## src/rtl/rv_multicycle_ctrl.sv

```systemverilog
// Control FSM for the multicycle RV32I core: sequences fetch/decode/execute/memory/writeback,
// owns the unified memory handshake, the bus-timeout watchdog and the retired-instruction counter.
module rv_multicycle_ctrl #(
    parameter int unsigned TIMEOUT_CYCLES = 255,
    parameter int unsigned CNT_W          = 32
) (
    input  logic             clk,
    input  logic             rst_n,
    input  logic [6:0]       opcode,
    input  logic             mem_ready,
    input  logic             branch_taken,
    output logic             pc_we,
    output logic [1:0]       pc_src,
    output logic             ir_we,
    output logic             mem_req,
    output logic             mem_we,
    output logic             iord,
    output logic [2:0]       imm_sel,
    output logic             alu_src_a,
    output logic [1:0]       alu_src_b,
    output logic [1:0]       alu_op,
    output logic             reg_we,
    output logic [1:0]       wb_sel,
    output logic             illegal,
    output logic             bus_err,
    output logic [3:0]       state,
    output logic [CNT_W-1:0] instret
);

    typedef enum logic [3:0] {
        FETCH    = 4'd0,
        DECODE   = 4'd1,
        EXEC_R   = 4'd2,
        EXEC_I   = 4'd3,
        ALU_WB   = 4'd4,
        MEM_ADDR = 4'd5,
        MEM_RD   = 4'd6,
        LOAD_WB  = 4'd7,
        MEM_WR   = 4'd8,
        BRANCH   = 4'd9,
        JAL      = 4'd10,
        JALR     = 4'd11,
        LUI      = 4'd12,
        AUIPC    = 4'd13,
        TRAP     = 4'd15
    } state_e;

    localparam logic [6:0] OP_R     = 7'b0110011;
    localparam logic [6:0] OP_I     = 7'b0010011;
    localparam logic [6:0] OP_LOAD  = 7'b0000011;
    localparam logic [6:0] OP_STORE = 7'b0100011;
    localparam logic [6:0] OP_BR    = 7'b1100011;
    localparam logic [6:0] OP_JAL   = 7'b1101111;
    localparam logic [6:0] OP_JALR  = 7'b1100111;
    localparam logic [6:0] OP_LUI   = 7'b0110111;
    localparam logic [6:0] OP_AUIPC = 7'b0010111;

    // The counter holds the number of idle cycles already spent; the trap fires on the
    // cycle that would make it reach TIMEOUT_CYCLES.
    localparam logic [15:0] WAIT_LAST = 16'(TIMEOUT_CYCLES - 1);

    state_e             state_q, state_d;
    logic [15:0]        wait_q, wait_d;
    logic               illegal_q, illegal_d;
    logic               bus_err_q, bus_err_d;
    logic               is_store_q, is_store_d;
    logic [CNT_W-1:0]   instret_q, instret_d;
    logic               wait_state;

    assign wait_state = (state_q == FETCH) || (state_q == MEM_RD) || (state_q == MEM_WR);

    always_comb begin
        state_d    = state_q;
        illegal_d  = illegal_q;
        bus_err_d  = bus_err_q;
        is_store_d = is_store_q;
        wait_d     = wait_q;
        instret_d  = instret_q;

        case (state_q)
            FETCH, MEM_RD, MEM_WR: begin
                if (mem_ready) begin
                    case (state_q)
                        FETCH:   state_d = DECODE;
                        MEM_RD:  state_d = LOAD_WB;
                        default: state_d = FETCH;
                    endcase
                end else if (wait_q == WAIT_LAST) begin
                    state_d   = TRAP;
                    bus_err_d = 1'b1;
                end
            end
            DECODE: begin
                is_store_d = (opcode == OP_STORE);
                case (opcode)
                    OP_R:              state_d = EXEC_R;
                    OP_I:              state_d = EXEC_I;
                    OP_LOAD, OP_STORE: state_d = MEM_ADDR;
                    OP_BR:             state_d = BRANCH;
                    OP_JAL:            state_d = JAL;
                    OP_JALR:           state_d = JALR;
                    OP_LUI:            state_d = LUI;
                    OP_AUIPC:          state_d = AUIPC;
                    default: begin
                        state_d   = TRAP;
                        illegal_d = 1'b1;
                    end
                endcase
            end
            EXEC_R, EXEC_I, AUIPC:          state_d = ALU_WB;
            MEM_ADDR:                       state_d = is_store_q ? MEM_WR : MEM_RD;
            ALU_WB, LOAD_WB, BRANCH,
            JAL, JALR, LUI:                 state_d = FETCH;
            TRAP:                           state_d = TRAP;
            default:                        state_d = TRAP;
        endcase

        // Any state change re-arms the watchdog; staying in a wait state means no mem_ready.
        if (state_d != state_q) begin
            wait_d = '0;
        end else if (wait_state) begin
            wait_d = wait_q + 16'd1;
        end

        if (state_d == FETCH && state_q != FETCH && state_q != TRAP) begin
            instret_d = instret_q + {{(CNT_W-1){1'b0}}, 1'b1};
        end
    end

    always_ff @(posedge clk or negedge rst_n) begin
        if (!rst_n) begin
            state_q    <= FETCH;
            wait_q     <= '0;
            illegal_q  <= 1'b0;
            bus_err_q  <= 1'b0;
            is_store_q <= 1'b0;
            instret_q  <= '0;
        end else begin
            state_q    <= state_d;
            wait_q     <= wait_d;
            illegal_q  <= illegal_d;
            bus_err_q  <= bus_err_d;
            is_store_q <= is_store_d;
            instret_q  <= instret_d;
        end
    end

    // Moore decode of the datapath controls; only FETCH and BRANCH look at inputs.
    always_comb begin
        pc_we     = 1'b0;
        pc_src    = 2'd0;
        ir_we     = 1'b0;
        mem_req   = 1'b0;
        mem_we    = 1'b0;
        iord      = 1'b0;
        imm_sel   = 3'd0;
        alu_src_a = 1'b0;
        alu_src_b = 2'd0;
        alu_op    = 2'd0;
        reg_we    = 1'b0;
        wb_sel    = 2'd0;
        if (rst_n) begin
            case (state_q)
                FETCH: begin
                    mem_req   = 1'b1;
                    ir_we     = mem_ready;
                    pc_we     = mem_ready;
                    alu_src_a = 1'b1;
                    alu_src_b = 2'd2;
                end
                EXEC_R: alu_op = 2'd2;
                EXEC_I: begin
                    alu_op    = 2'd2;
                    alu_src_b = 2'd1;
                end
                AUIPC: begin
                    alu_src_a = 1'b1;
                    alu_src_b = 2'd1;
                    imm_sel   = 3'd3;
                end
                ALU_WB: reg_we = 1'b1;
                MEM_ADDR: begin
                    alu_src_b = 2'd1;
                    imm_sel   = is_store_q ? 3'd1 : 3'd0;
                end
                MEM_RD: begin
                    mem_req = 1'b1;
                    iord    = 1'b1;
                end
                LOAD_WB: begin
                    reg_we = 1'b1;
                    wb_sel = 2'd1;
                end
                MEM_WR: begin
                    mem_req = 1'b1;
                    mem_we  = 1'b1;
                    iord    = 1'b1;
                end
                BRANCH: begin
                    imm_sel = 3'd2;
                    alu_op  = 2'd1;
                    pc_we   = branch_taken;
                    pc_src  = 2'd1;
                end
                JAL: begin
                    imm_sel = 3'd4;
                    pc_we   = 1'b1;
                    pc_src  = 2'd1;
                    reg_we  = 1'b1;
                    wb_sel  = 2'd2;
                end
                JALR: begin
                    alu_src_b = 2'd1;
                    pc_we     = 1'b1;
                    pc_src    = 2'd2;
                    reg_we    = 1'b1;
                    wb_sel    = 2'd2;
                end
                LUI: begin
                    imm_sel = 3'd3;
                    reg_we  = 1'b1;
                    wb_sel  = 2'd3;
                end
                default: ;
            endcase
        end
    end

    assign illegal = illegal_q;
    assign bus_err = bus_err_q;
    assign state   = state_q;
    assign instret = instret_q;

endmodule

```

## config.mk

```make
export PLATFORM = sky130hd
export DESIGN_NAME = rv_multicycle_ctrl
export DESIGN_NICKNAME = d
export VERILOG_FILES = /design/src/rtl/rv_multicycle_ctrl.sv
export SDC_FILE = /design/constraint.sdc
export NUM_CORES = 1
export LEC_CHECK = 0
export ABC_CLOCK_PERIOD_IN_PS = 6500
export BUFFER_PORTS_ARGS = -buffer_cell sky130_fd_sc_hd__buf_2
export CORE_ASPECT_RATIO = 1.1
export CORE_UTILIZATION = 62
export CTS_BUF_LIST = sky130_fd_sc_hd__clkbuf_8
export DETAILED_ROUTE_END_ITERATION = 6
export GPL_ROUTABILITY_DRIVEN = 0
export PLACE_DENSITY = 0.9
export SKIP_LAST_GASP = 1
export SYNTH_ARGS = -nofsm -noshare
export SYNTH_HDL_FRONTEND = slang
export SYNTH_SLANG_ARGS = --single-unit
```

## constraint.sdc

```tcl
create_clock -name clk -period 6.5 [get_ports clk]
set_input_delay 0.975 -clock clk [delete_from_list [all_inputs] [get_ports clk]]
set_output_delay 0.975 -clock clk [all_outputs]
set_load 0.05 [all_outputs]
```

# After elaboration in Yosys (flattened, before gate mapping)
# Cells that the tools add are included.
[op_classes]
n_eq_ne = 25
reduce_logical = 23
addsub = 2
bitwise_logic = 2
muxes = 33
[op_table]
columns = ["cell", "n"]
rows = [
  ["32-bit by 1-bit adder with 32-bit output, second input constant", 1],
  ["16-bit 2-to-1 mux", 2],
  ["4-bit case mux with 8 select lines", 1],
  ["4-bit == test, second input constant", 6],
  ["7-bit by 6-bit == test with 1-bit output, second input constant", 3],
  ["7-bit == test, second input constant", 3],
  ["4-bit case mux with 5 select lines", 1],
  ["16-bit by 1-bit adder with 16-bit output, second input constant", 1],
  ["16-bit by 8-bit == test with 1-bit output, second input constant", 1],
  ["4-bit by 3-bit == test with 1-bit output, second input constant", 4],
  ["7-bit by 5-bit == test with 1-bit output, second input constant", 2],
  ["1-bit 2-to-1 mux", 14],
  ["2-bit OR reduction", 7],
  ["4-bit 2-to-1 mux", 3],
  ["2-bit case mux with 2 select lines", 3],
  ["3-bit case mux with 4 select lines", 1],
  ["9-bit OR reduction", 1],
  ["4-bit by 2-bit == test with 1-bit output, second input constant", 2],
  ["4-bit zero test", 2],
  ["2-bit 2-to-1 mux", 4],
  ["7-bit by 2-bit == test with 1-bit output, second input constant", 1],
  ["2-bit case mux with 3 select lines", 1],
  ["3-bit case mux with 2 select lines", 1],
  ["3-bit OR reduction", 2],
  ["other kinds (15)", 18],
]
[totals]
wordCells = 91
reg_bits = 55
output_inout_bits = 56

# Logic depth before layout (Yosys ltp)
# Gate-level depths: netlist (run 1).
[logic_depth]
ltp_word = 7
ltp_mapped = 10

# Least setup slack after synthesis (run 1)
# No wires, ideal clock.
[synth_timing]
path_type = "register -> output"
startpoint = "register state_q[3] (netlist: state[3])"
endpoint = "output port pc_we"
slack_ns = 2.676
stages_incl_launch_ff = 8
t_arrival_ns = 2.849
n_path_buf = 2
path_cell_list = "dfrtp_1 > buf_2 > buf_1 > nand2_1 > or2_2 > nor2_1 > a21oi_1 > nand2_1"
[synth_between]
elab_chain_len = 4
word_cells_on_any_way = 7
cone_classes = "3 x eq/ne; 2 x mux; 2 x reduce/logical"
[synth_lines]
columns = ["element", "line", "rtl"]
rows = [
  ["start: declaration", "62", "state_e state_q, state_d;"],
  ["start signal: assignment", "139", "state_q <= state_d;"],
  ["4-bit == test", "163", "case (state_q)"],
  ["2-bit OR reduction (no source line)", "n/a", ""],
  ["1-bit case mux with 3 select lines *", "163", ""],
  ["1-bit 2-to-1 mux *", "162", "if (rst_n) begin"],
  ["end: declaration", "12", "output logic pc_we,"],
]
# Mark *: on every way between the ends. The rest lies on a longest branch, timed or not.

# Worst setup path in the final report (run 1)
[layout_timing]
startpoint = "register state_q[2] (netlist: state[2])"
endpoint = "output port mem_req"
[layout_between]
elab_chain_len = 4
word_cells_on_any_way = 6
cone_classes = "2 x eq/ne; 2 x mux; 2 x reduce/logical"
[layout_lines]
columns = ["element", "line", "rtl"]
rows = [
  ["4-bit by 3-bit == test with 1-bit output (tied with other cells)", "163", ""],
  ["3-bit OR reduction (no source line) *", "n/a", ""],
  ["1-bit 2-to-1 mux *", "163", ""],
  ["1-bit 2-to-1 mux *", "162", ""],
  ["end: declaration", "15", "output logic mem_req,"],
]
# Marked as above.

==> impl_metrics.csv, run 1 <==
group,metric,value,unit
hold_path,worstHoldStart,"illegal",
detailed_routing,wl_per_cell,15.1,µm
finish,num_antenna_cells,0,
pwr,finalPower,1.45,mW
placement,io_buffers,66,
worst_setup_path,path_class,"flip-flop to output pin",
job,max-cap-violations,0,
finish,fill_cells,400,
floorplan,num_rows,28,
detailed_routing,drc,0,
sta,clock.fmax,291,MHz
detailed_routing,finalWirelength,7.58,mm
detailed_routing,vias,2978,
global_route,track_usage,26.5,%
clock_network,root_buffer,"clkbuf_8",
worst_setup_path,reg2reg_to,"wait_q[8]",
synth,synth_edf_count,0,
detailed_routing,dr.pass1.iters,4,
finish,drive_gt1_share,28.1,%
worst_setup_path,crit_path_start_kind,"flip-flop",
finish,area_growth,12.3,%
floorplan,start_util,65.0,%
clock_network,cts_tree,"yes",
global_route,antenna_found_initial,0,
synth,synthArstFlopShare,100,%
floorplan,die_area,6000,µm²
sta,finalMaxSlewViolations,0,
hold_path,hold_class,"flip-flop to flip-flop",
worst_setup_path,r2r-start,"state[0]",
clock_network,clock_path_buffers,2,
worst_setup_path,reg2regPathDepth,6,
synth,synth_compound_area_share,7.33,%
sta,min_period,3.44,ns
run_status,status,"finished clean",
worst_setup_path,critPathRequiredTime,5.52,ns
synth,synth_fp_nets,386,
pwr,leakage,1.90,nW
floorplan,die_y,81.2,µm
global_route,grt_pass1_vias,2811,
worst_setup_path,cp.arrival,2.46,ns
pwr,peakVddDrop,0.271,mV
clock_network,clkLatencyLatePin,0.30,ns
floorplan,die_w,74.0,µm
pwr,powerDensity,366,nW/µm²
sta,slew_headroom,47.0,%
detailed_routing,drtIter0Drc,179,
synth,ys_warn_count,0,
clock_network,clk_pin_slew,0.09,ns
floorplan,num_io_pins,67,
worst_setup_path,crit_fanout,26,
sta,finalSetupViolations,0,
clock_network,htree_levels,2,
hold_path,min_path_cells,1,
clock_network,cts_setup_buffers,0,
sta,tightest_slew,0.790,ns
global_route,grt_pass1_wl,12.6,mm
sta,fin_crit_sh,52.9,%
global_route,grt_max_degree,62,
global_route,grt-ovfl-total,0,
floorplan,core_area,5430,µm²
sta,finalSetupTns,0,ns
clock_network,cts_resized,0,
clock_network,clock_sinks,55,
worst_setup_path,critPathCaptureType,"output pin",
synth,synth_top_family_by_area,"simple AND/OR/NAND/NOR gates",
synth,ys_top_cells_by_area,"dfrtp_1 (39%), xor2_1 (8.7%), nand2_1 (4.3%)",
synth,muxShareOfSynthArea,0.638,%
synth,synth_cells,372,
synth,yosys-top-cells-count,"dfrtp_1 (55), nand2_1 (40), xor2_1 (35)",
clock_network,cts.hold.buffers_added,0,
synth,synth_ff_type,"dfrtp_1",
sta,fin_worst_skew,0.00701,ns
sta,rsz0062_at_grt,"no",
detailed_routing,ant_nets,0,
synth,postSynthAreaPerCell,9.49,µm²
synth,yosysMostFrequentCell,"dfrtp_1",
sta,hold_ws,0.473,ns
synth,synth_xor_area_share,11.7,%
hold_path,min_to,"illegal",
synth,synth_fa_ha_area_share,1.06,%
synth,ys_types,56,
finish,nets,442,
synth,yosysTopAreaCell,"dfrtp_1",
placement,dp_hpwl,5.31,mm
synth,synth_area,3530,µm²
worst_setup_path,reg2reg_slack,3.54,ns
clock_network,cts_inserted_buffers,5,
synth,synth-simple-area-share,36.6,%
synth,yosysSeqAreaShare,39.0,%
detailed_routing,viasPerCell,5.93,
synth,yosys_register_bits,55,
synth,synth_top_cell_area_share,39.0,%
sta,hold_viol_final,0,
kinds of logic after synthesis:
family          after synthesis
buf+inv                      29
mux                           2
simple gates                201
fa+ha+maj                     3
xor+xnor                     47
flops                        55
compound gates               35
power breakdown:
group | leakage, nW | internal (mW) | switching [mW]
sequential | 0.738 | 0.375 | 0.0916
combinational | 1.13 | 0.219 | 0.591
clock | 0.0361 | 0.0718 | 0.101
total | 1.90 | 0.666 | 0.784
area by class of cell:
type,instances,area [µm²],area share [%]
inverters,8,30.0,0.757
flip-flops and latches,55,1380,34.7
repair buffers,70,360,9.09
multi-input cells,288,2030,51.2
clock buffers,5,68.8,1.74
well taps,75,93.8,2.37
clock inverters,1,7.51,0.189
per-layer routing:
layer / vias up / wire (µm) / global-route usage (%) / share of wire (%)
met1: 1447 / 3460 / 35.0 / 46
met3: 13 / 253 / 3.35 / 3.3
li1: 1441 / - / - / -
met5: - / 0 / 0 / 0
met4: 0 / 109 / 8.65 / 1.4
met2: 77 / 3760 / 45.1 / 50
state kept, by name, indices dropped and copies added, names as in the netlist:
register    count
wait_q         16
is_store_q      1
bus_err         1
state           4
instret        32
illegal         1
layout by cell type (no fill, tap or decap), types with 12 or more instances in the layout:
cell,count
nor4_2,12
xnor2_1,12
nor2_1,19
xor2_1,35
buf_2,66
nand3_1,21
nand2_1,40
dfrtp_1,55
nor3_2,12
nor3_1,26
worst max-delay path: stages (launching register included):
cell and delay (ns):
dfrtp_1 0.84, nand3b_1 0.30, a21oi_1 0.54, and2_1 0.21, buf_2 0.26
stage by stage:
stage / worst slack, ns / instances / instance area [µm²] / util, %
finish: 3.06 / 502 / 3970 / 73.0
global route: 2.89 / 502 / 3970 / 73.0
detailed placement: 3.08 / 496 / 3890 / 71.6
floorplan: 2.68 / 372 / 3530 / -
CTS: 3.06 / 502 / 3970 / 73.0
global placement: 3.14 / 496 / 3890 / 71.6
how the worst max path moves through the flow:
stage / start / endpoint / slack, ns
floorplan: state[3] / pc_we / 2.68
global placement: rst_n / imm_sel[0] / 3.14
detailed placement: rst_n / imm_sel[0] / 3.08
CTS: rst_n / imm_sel[0] / 3.06
global route: state[2] / mem_req / 2.89
finish: state[2] / mem_req / 3.06
No activity file was read; power rests on OpenSTA's default activity.
==> inputs of run 2 (changes only) <==
--- a/config.mk
+++ b/config.mk
@@ -5,14 +5,15 @@
 export SDC_FILE = /design/constraint.sdc
 export NUM_CORES = 1
 export LEC_CHECK = 0
-export ABC_CLOCK_PERIOD_IN_PS = 6500
+export ABC_AREA = 1
+export ABC_CLOCK_PERIOD_IN_PS = 3000
 export BUFFER_PORTS_ARGS = -buffer_cell sky130_fd_sc_hd__buf_2
 export CORE_ASPECT_RATIO = 1.1
-export CORE_UTILIZATION = 62
+export CORE_UTILIZATION = 53
 export CTS_BUF_LIST = sky130_fd_sc_hd__clkbuf_8
 export DETAILED_ROUTE_END_ITERATION = 6
 export GPL_ROUTABILITY_DRIVEN = 0
-export PLACE_DENSITY = 0.9
+export PLACE_DENSITY = 0.81
 export SKIP_LAST_GASP = 1
 export SYNTH_ARGS = -nofsm -noshare
 export SYNTH_HDL_FRONTEND = slang
==> constraint.sdc (replaced) <==
create_clock -name clk -period 3 [get_ports clk]
set_input_delay 0.45 -clock clk [delete_from_list [all_inputs] [get_ports clk]]
set_output_delay 0.45 -clock clk [all_outputs]
set_load 0.05 [all_outputs]
==> run 2 against run 1 <==
  * Synthesized cell count increased by 46%
  * Worst hold slack worse by 0.21 ns
  * Critical path depth is 8 higher
==> impl_metrics.csv, run 2 <==
group,metric,value,unit
floorplan,start_util,55.8,%
worst_setup_path,path_class,"flip-flop to flip-flop",
placement,io_buffers,66,
clock_network,clkLatencyLatePin,0.32,ns
synth,synth_edf_count,0,
synth,muxShareOfSynthArea,0,%
synth,ys_top_cells_by_area,"dfrtp_1 (37%), nand2_1 (17%), nand3_1 (7.1%)",
finish,final_cell_mix,"nand2_1 (167), buf_2 (66), nor2_1 (57)",
synth,yosys-top-cells-count,"nand2_1 (167), nor2_1 (59), dfrtp_1 (55)",
sta,hold_ws,0.262,ns
global_route,track_usage,26.2,%
clock_network,clock_path_buffers,2,
synth,yosysTopAreaCell,"dfrtp_1",
floorplan,num_rows,31,
synth,synth_ff_type,"dfrtp_1",
sta,slew_headroom,54.6,%
job,max-cap-violations,0,
clock_network,htree_levels,2,
clock_network,clk_pin_slew,0.11,ns
clock_network,root_buffer,"clkbuf_8",
synth,yosysMostFrequentCell,"nand2_1",
global_route,grt_pass1_wl,15.4,mm
sta,clock.fmax,384,MHz
detailed_routing,drtIter0Drc,143,
finish,num_antenna_cells,0,
sta,hold_viol_final,0,
clock_network,cts_setup_buffers,0,
global_route,antenna_found_initial,0,
synth,synth_xor_area_share,9.12,%
synth,ys_warn_count,0,
clock_network,cts.hold.buffers_added,0,
global_route,grt_pass1_vias,3507,
sta,finalSetupViolations,0,
synth,yosysSeqAreaShare,36.7,%
synth,synth_fp_nets,557,
global_route,grt_max_degree,57,
finish,final_area,4220,µm²
synth,ys_types,29,
run_status,status,"finished clean",
floorplan,die_w,82.2,µm
detailed_routing,ant_nets,0,
global_route,grt-ovfl-total,0,
worst_setup_path,crit_fanout,32,
synth,postSynthAreaPerCell,6.90,µm²
worst_setup_path,slowest_stage,"dfrtp_1",
worst_setup_path,reg2regPathDepth,12,
placement,place_area,4120,µm²
sta,fin_crit_sh,86.8,%
sta,rsz0062_at_grt,"no",
finish,instances_no_fill,686,
worst_setup_path,cp.arrival,2.81,ns
hold_path,hold_class,"input port to async pin",
finish,postLayoutCoreUtil,62.9,%
synth,synth_area,3750,µm²
detailed_routing,wl_per_cell,13.0,µm
worst_setup_path,crit_top_cell,"nand2_1",
placement,place_inst,678,
worst_setup_path,crit_path_start_kind,"flip-flop",
placement,dp_hpwl,6.71,mm
detailed_routing,viasPerCell,5.40,
sta,finalMaxSlewViolations,0,
finish,largest_reg_flops,32,
clock_network,clock_sinks,55,
worst_setup_path,critPathCaptureType,"flip-flop",
worst_setup_path,critPathMaxStageDelay,0.52,ns
worst_setup_path,cp_cell_sequence,"nand2_1, inv_2, nand2_2, nand3_2, nand2_1, inv_1, a21oi_1, nand2_1, inv_2, nand2_2, nand2_1, nand2_1",
detailed_routing,dr.pass1.iters,4,
finish,area_growth,12.6,%
finish,nets,617,
synth,synth_cells,543,
worst_setup_path,critPathRequiredTime,3.21,ns
sta,min_period,2.60,ns
sta,finalSetupTns,0,ns
pwr,peakVddDrop,0.544,mV
clock_network,cts_resized,0,
detailed_routing,vias,3704,
synth,synth_top_family_by_area,"simple AND/OR/NAND/NOR gates",
synth,synth-simple-area-share,40.6,%
finish,layout_commonest_cell,"nand2_1",
synth,synth_top_cell_area_share,36.7,%
floorplan,die_y,90.2,µm
clock_network,cts_tree,"yes",
floorplan,num_io_pins,67,
finish,drive_gt1_share,17.9,%
pwr,powerDensity,721,nW/µm²
synth,synth_compound_area_share,4.61,%
pwr,leakage,2.21,nW
sta,tightest_slew,0.680,ns
floorplan,core_area,6710,µm²
detailed_routing,finalWirelength,8.91,mm
floorplan,die_area,7410,µm²
synth,yosys_register_bits,55,
synth,synth_fa_ha_area_share,1.00,%
synth,synthArstFlopShare,100,%
clock_network,cts_inserted_buffers,5,
sta,fin_worst_skew,0.00778,ns
detailed_routing,drc,0,
run 2: area by class of cell:
| cell class | count | area (µm²) |
|---|---|---|
| fill | 623 | 2490 |
| multi-input combinational | 416 | 2080 |
| sequential | 55 | 1380 |
| timing repair buffer | 69 | 353 |
| inverter | 56 | 210 |
| tap | 82 | 103 |
| clock buffer | 5 | 68.8 |
| clock inverter | 3 | 28.8 |
run 2: worst max-delay path, delay by kind of cell (launching register included):
family	cells	cell delay [ns]
AO/OA/AOI/OAI	1	0.22
flip-flops	1	0.52
buffers and inverters	3	0.35
AND/OR/NAND/NOR	8	1.39
run 2: cell families (layout without fill, tap and decap cells):
kind of cell | Yosys count | in the layout
and+or+nand+nor | 344 | 344
buffers and inverters | 72 | 133
DFF | 55 | 55
xor gates and xnor gates | 39 | 39
AOI/OAI and AO/OA | 30 | 30
adders and majority gates | 3 | 3
run 2: report_power, final:
part	total, mW	internal [mW]	switching [mW]
sequential	0.915	0.808	0.108
clock	0.441	0.174	0.267
combinational	1.69	0.377	1.31
run 2: metrics by stage:
stage / power, mW / setup WS [ns]
6_report: 3.04 / 0.395
5_1_grt: 3.28 / 0.115
4_1_cts: 3.07 / 0.392
3_5_place_dp: 2.62 / 0.409
3_3_place_gp: 2.57 / 0.572
2_1_floorplan: 2.33 / 0.00482
run 2: layer usage:
layer  track usage (%)  wire [µm]  up-vias  share of wire, %
met2              44.2       4390      127                49
met5                 0          0        -                 0
met4              11.7        296        0               3.3
met3              4.06        436       30               4.9
met1              32.1       3780     1688                42
li1                  -          -     1859                 -
run 2: worst paths after layout:
kind | end | slack (ns) | from
max | instret[22] | 0.40 | state[2]
min | bus_err | 0.26 | rst_n
max reg2reg | instret[22] | 0.40 | state[2]
min reg2reg | bus_err | 0.49 | bus_err
max in group asynchronous | instret[2] | 2.29 | rst_n
min in group clk | is_store_q | 0.41 | opcode[5]
==> inputs of run 3 (changes only) <==
--- a/config.mk
+++ b/config.mk
@@ -7,8 +7,9 @@
 export LEC_CHECK = 0
 export ABC_AREA = 1
 export ABC_CLOCK_PERIOD_IN_PS = 3000
-export BUFFER_PORTS_ARGS = -buffer_cell sky130_fd_sc_hd__buf_2
+export BUFFER_PORTS_ARGS = -buffer_cell sky130_fd_sc_hd__clkbuf_2
 export CORE_ASPECT_RATIO = 1.1
+export CORE_MARGIN = 2
 export CORE_UTILIZATION = 53
 export CTS_BUF_LIST = sky130_fd_sc_hd__clkbuf_8
 export DETAILED_ROUTE_END_ITERATION = 6
==> run 3 against run 2 <==
  * Cell count up 0.44%
  * Clock-buffer cell count unchanged
  * Flip-flop and latch count unchanged
  * Power up 0.61%
  * Largest power group unchanged
==> impl_metrics.csv, run 3 (synthesized netlist as in run 2, its figures left out) <==
group,metric,value,unit
run_status,status,"finished clean",
floorplan,die_area,7760,µm²
global_route,antenna_found_initial,0,
global_route,grt_pass1_vias,3598,
sta,rsz0062_at_grt,"no",
clock_network,cts_inserted_buffers,5,
sta,min_period,2.41,ns
placement,dp_hpwl,6.87,mm
finish,largest_reg_flops,32,
sta,tightest_slew,0.700,ns
sta,hold_viol_final,0,
placement,place_inst,681,
sta,finalSetupViolations,0,
worst_setup_path,reg2regPathDepth,11,
floorplan,core_area,6930,µm²
worst_setup_path,cp.arrival,2.65,ns
clock_network,cts_tree,"yes",
finish,num_antenna_cells,0,
detailed_routing,wl_per_cell,13.2,µm
finish,nets,617,
clock_network,clk_pin_slew,0.11,ns
clock_network,clock_path_buffers,2,
worst_setup_path,endpoint,"wait_q[4]",
finish,layout_commonest_cell,"nand2_1",
worst_setup_path,critPathRequiredTime,3.24,ns
finish,instances_no_fill,689,
worst_setup_path,reg2reg_slack,0.59,ns
floorplan,die_y,92.2,µm
finish,drive_gt1_share,17.9,%
detailed_routing,drtIter0Drc,205,
floorplan,start_util,54.1,%
worst_setup_path,critPathCaptureType,"flip-flop",
worst_setup_path,crit_fanout,16,
worst_setup_path,path_class,"flip-flop to flip-flop",
global_route,grt_max_degree,56,
global_route,grt-ovfl-total,0,
detailed_routing,finalWirelength,9.11,mm
detailed_routing,dr.pass1.iters,6,
detailed_routing,ant_nets,0,
sta,clock.fmax,415,MHz
placement,pre_cts_ws,0.579,ns
clock_network,htree_levels,2,
worst_setup_path,startpoint,"state[1]",
finish,postLayoutCoreUtil,60.9,%
sta,setup_ws,0.590,ns
detailed_routing,vias,3695,
finish,final_cell_mix,"nand2_1 (167), clkbuf_2 (66), nor2_1 (57)",
clock_network,cts_setup_buffers,0,
finish,area_growth,12.7,%
global_route,track_usage,24.3,%
sta,finalMaxSlewViolations,0,
sta,fin_crit_sh,80.3,%
pwr,powerDensity,725,nW/µm²
finish,fill_cells,642,
job,max-cap-violations,0,
worst_setup_path,crit_path_start_kind,"flip-flop",
sta,slew_headroom,53.3,%
floorplan,die_w,84.2,µm
floorplan,num_rows,32,
detailed_routing,viasPerCell,5.36,
sta,fin_worst_skew,0.00668,ns
clock_network,clkLatencyLatePin,0.31,ns
pwr,leakage,2.17,nW
worst_setup_path,r2r-start,"state[1]",
clock_network,clock_sinks,55,
worst_setup_path,reg2reg_to,"wait_q[4]",
placement,io_buffers,66,
floorplan,num_io_pins,67,
hold_path,hold_class,"input port to async pin",
sta,finalSetupTns,0,ns
clock_network,cts_resized,0,
pwr,peakVddDrop,0.575,mV
clock_network,root_buffer,"clkbuf_8",
clock_network,cts.hold.buffers_added,0,
detailed_routing,drc,0,
global_route,grt_pass1_wl,15.7,mm
-- run 3: cell count changes in the layout (fill, tap and decap cells not counted), sizes merged --
| cell | previous run | this run |
|---|---|---|
| buf | 69 | 3 |
| clkbuf | 5 | 71 |
| clkinv | 2 | 0 |
| clkinvlp | 0 | 1 |
| inv | 57 | 58 |
-- run 3: per-stage QoR --
step                hold slack [ns]  instance area [µm²]  power [mW]
finish                        0.291                 4220        3.06
CTS                           0.333                 4220        3.08
floorplan                     0.154                 3750        2.33
global placement              0.470                 4130        2.59
global route                  0.382                 4220        3.29
detailed placement            0.469                 4130        2.63
-- run 3: worst min path at each step --
stage	to	slack (ns)	start	cells after the start
floorplan	bus_err	0.15	rst_n	0
CTS	bus_err	0.33	rst_n	2
global route	is_store_q	0.38	rst_n	2
detailed placement	illegal	0.47	illegal	1
finish	is_store_q	0.29	rst_n	2
global placement	bus_err	0.47	bus_err	1
-- run 3: worst max-delay path: stages, from the launching register on --
cell	delay [ns]
dfrtp_1	0.51
inv_2	0.16
nand2_1	0.12
nor2_1	0.37
a21oi_1	0.17
nand2_2	0.15
nand2_1	0.06
nand2_1	0.06
nand2_1	0.05
nor2_1	0.12
nand3_2	0.35
nor2_1	0.21
-- run 3: where the power goes --
part           leakage [nW]  total [mW]  switching (mW)  internal [mW]
logic                  1.37        1.70            1.32          0.375
registers             0.753       0.923           0.115          0.808
clock network        0.0467       0.442           0.268          0.174
-- run 3: per-layer routing --
metal	vias to the layer above	wire length, µm	global-route usage [%]
li1	1853	-	-
met1	1701	3800	28.5
met2	124	4660	44.7
met3	17	475	4.05
met4	0	173	8.20
met5	-	0	0
-- run 3: area by class of cell --
cell class	instances	area (µm²)	share of cell area [%]
clock buffer	5	68.8	1.63
clock inverter	3	27.5	0.652
inverter	56	210	4.98
multi-input combinational	416	2080	49.3
sequential	55	1380	32.6
tap	85	106	2.52
timing repair buffer	69	353	8.36
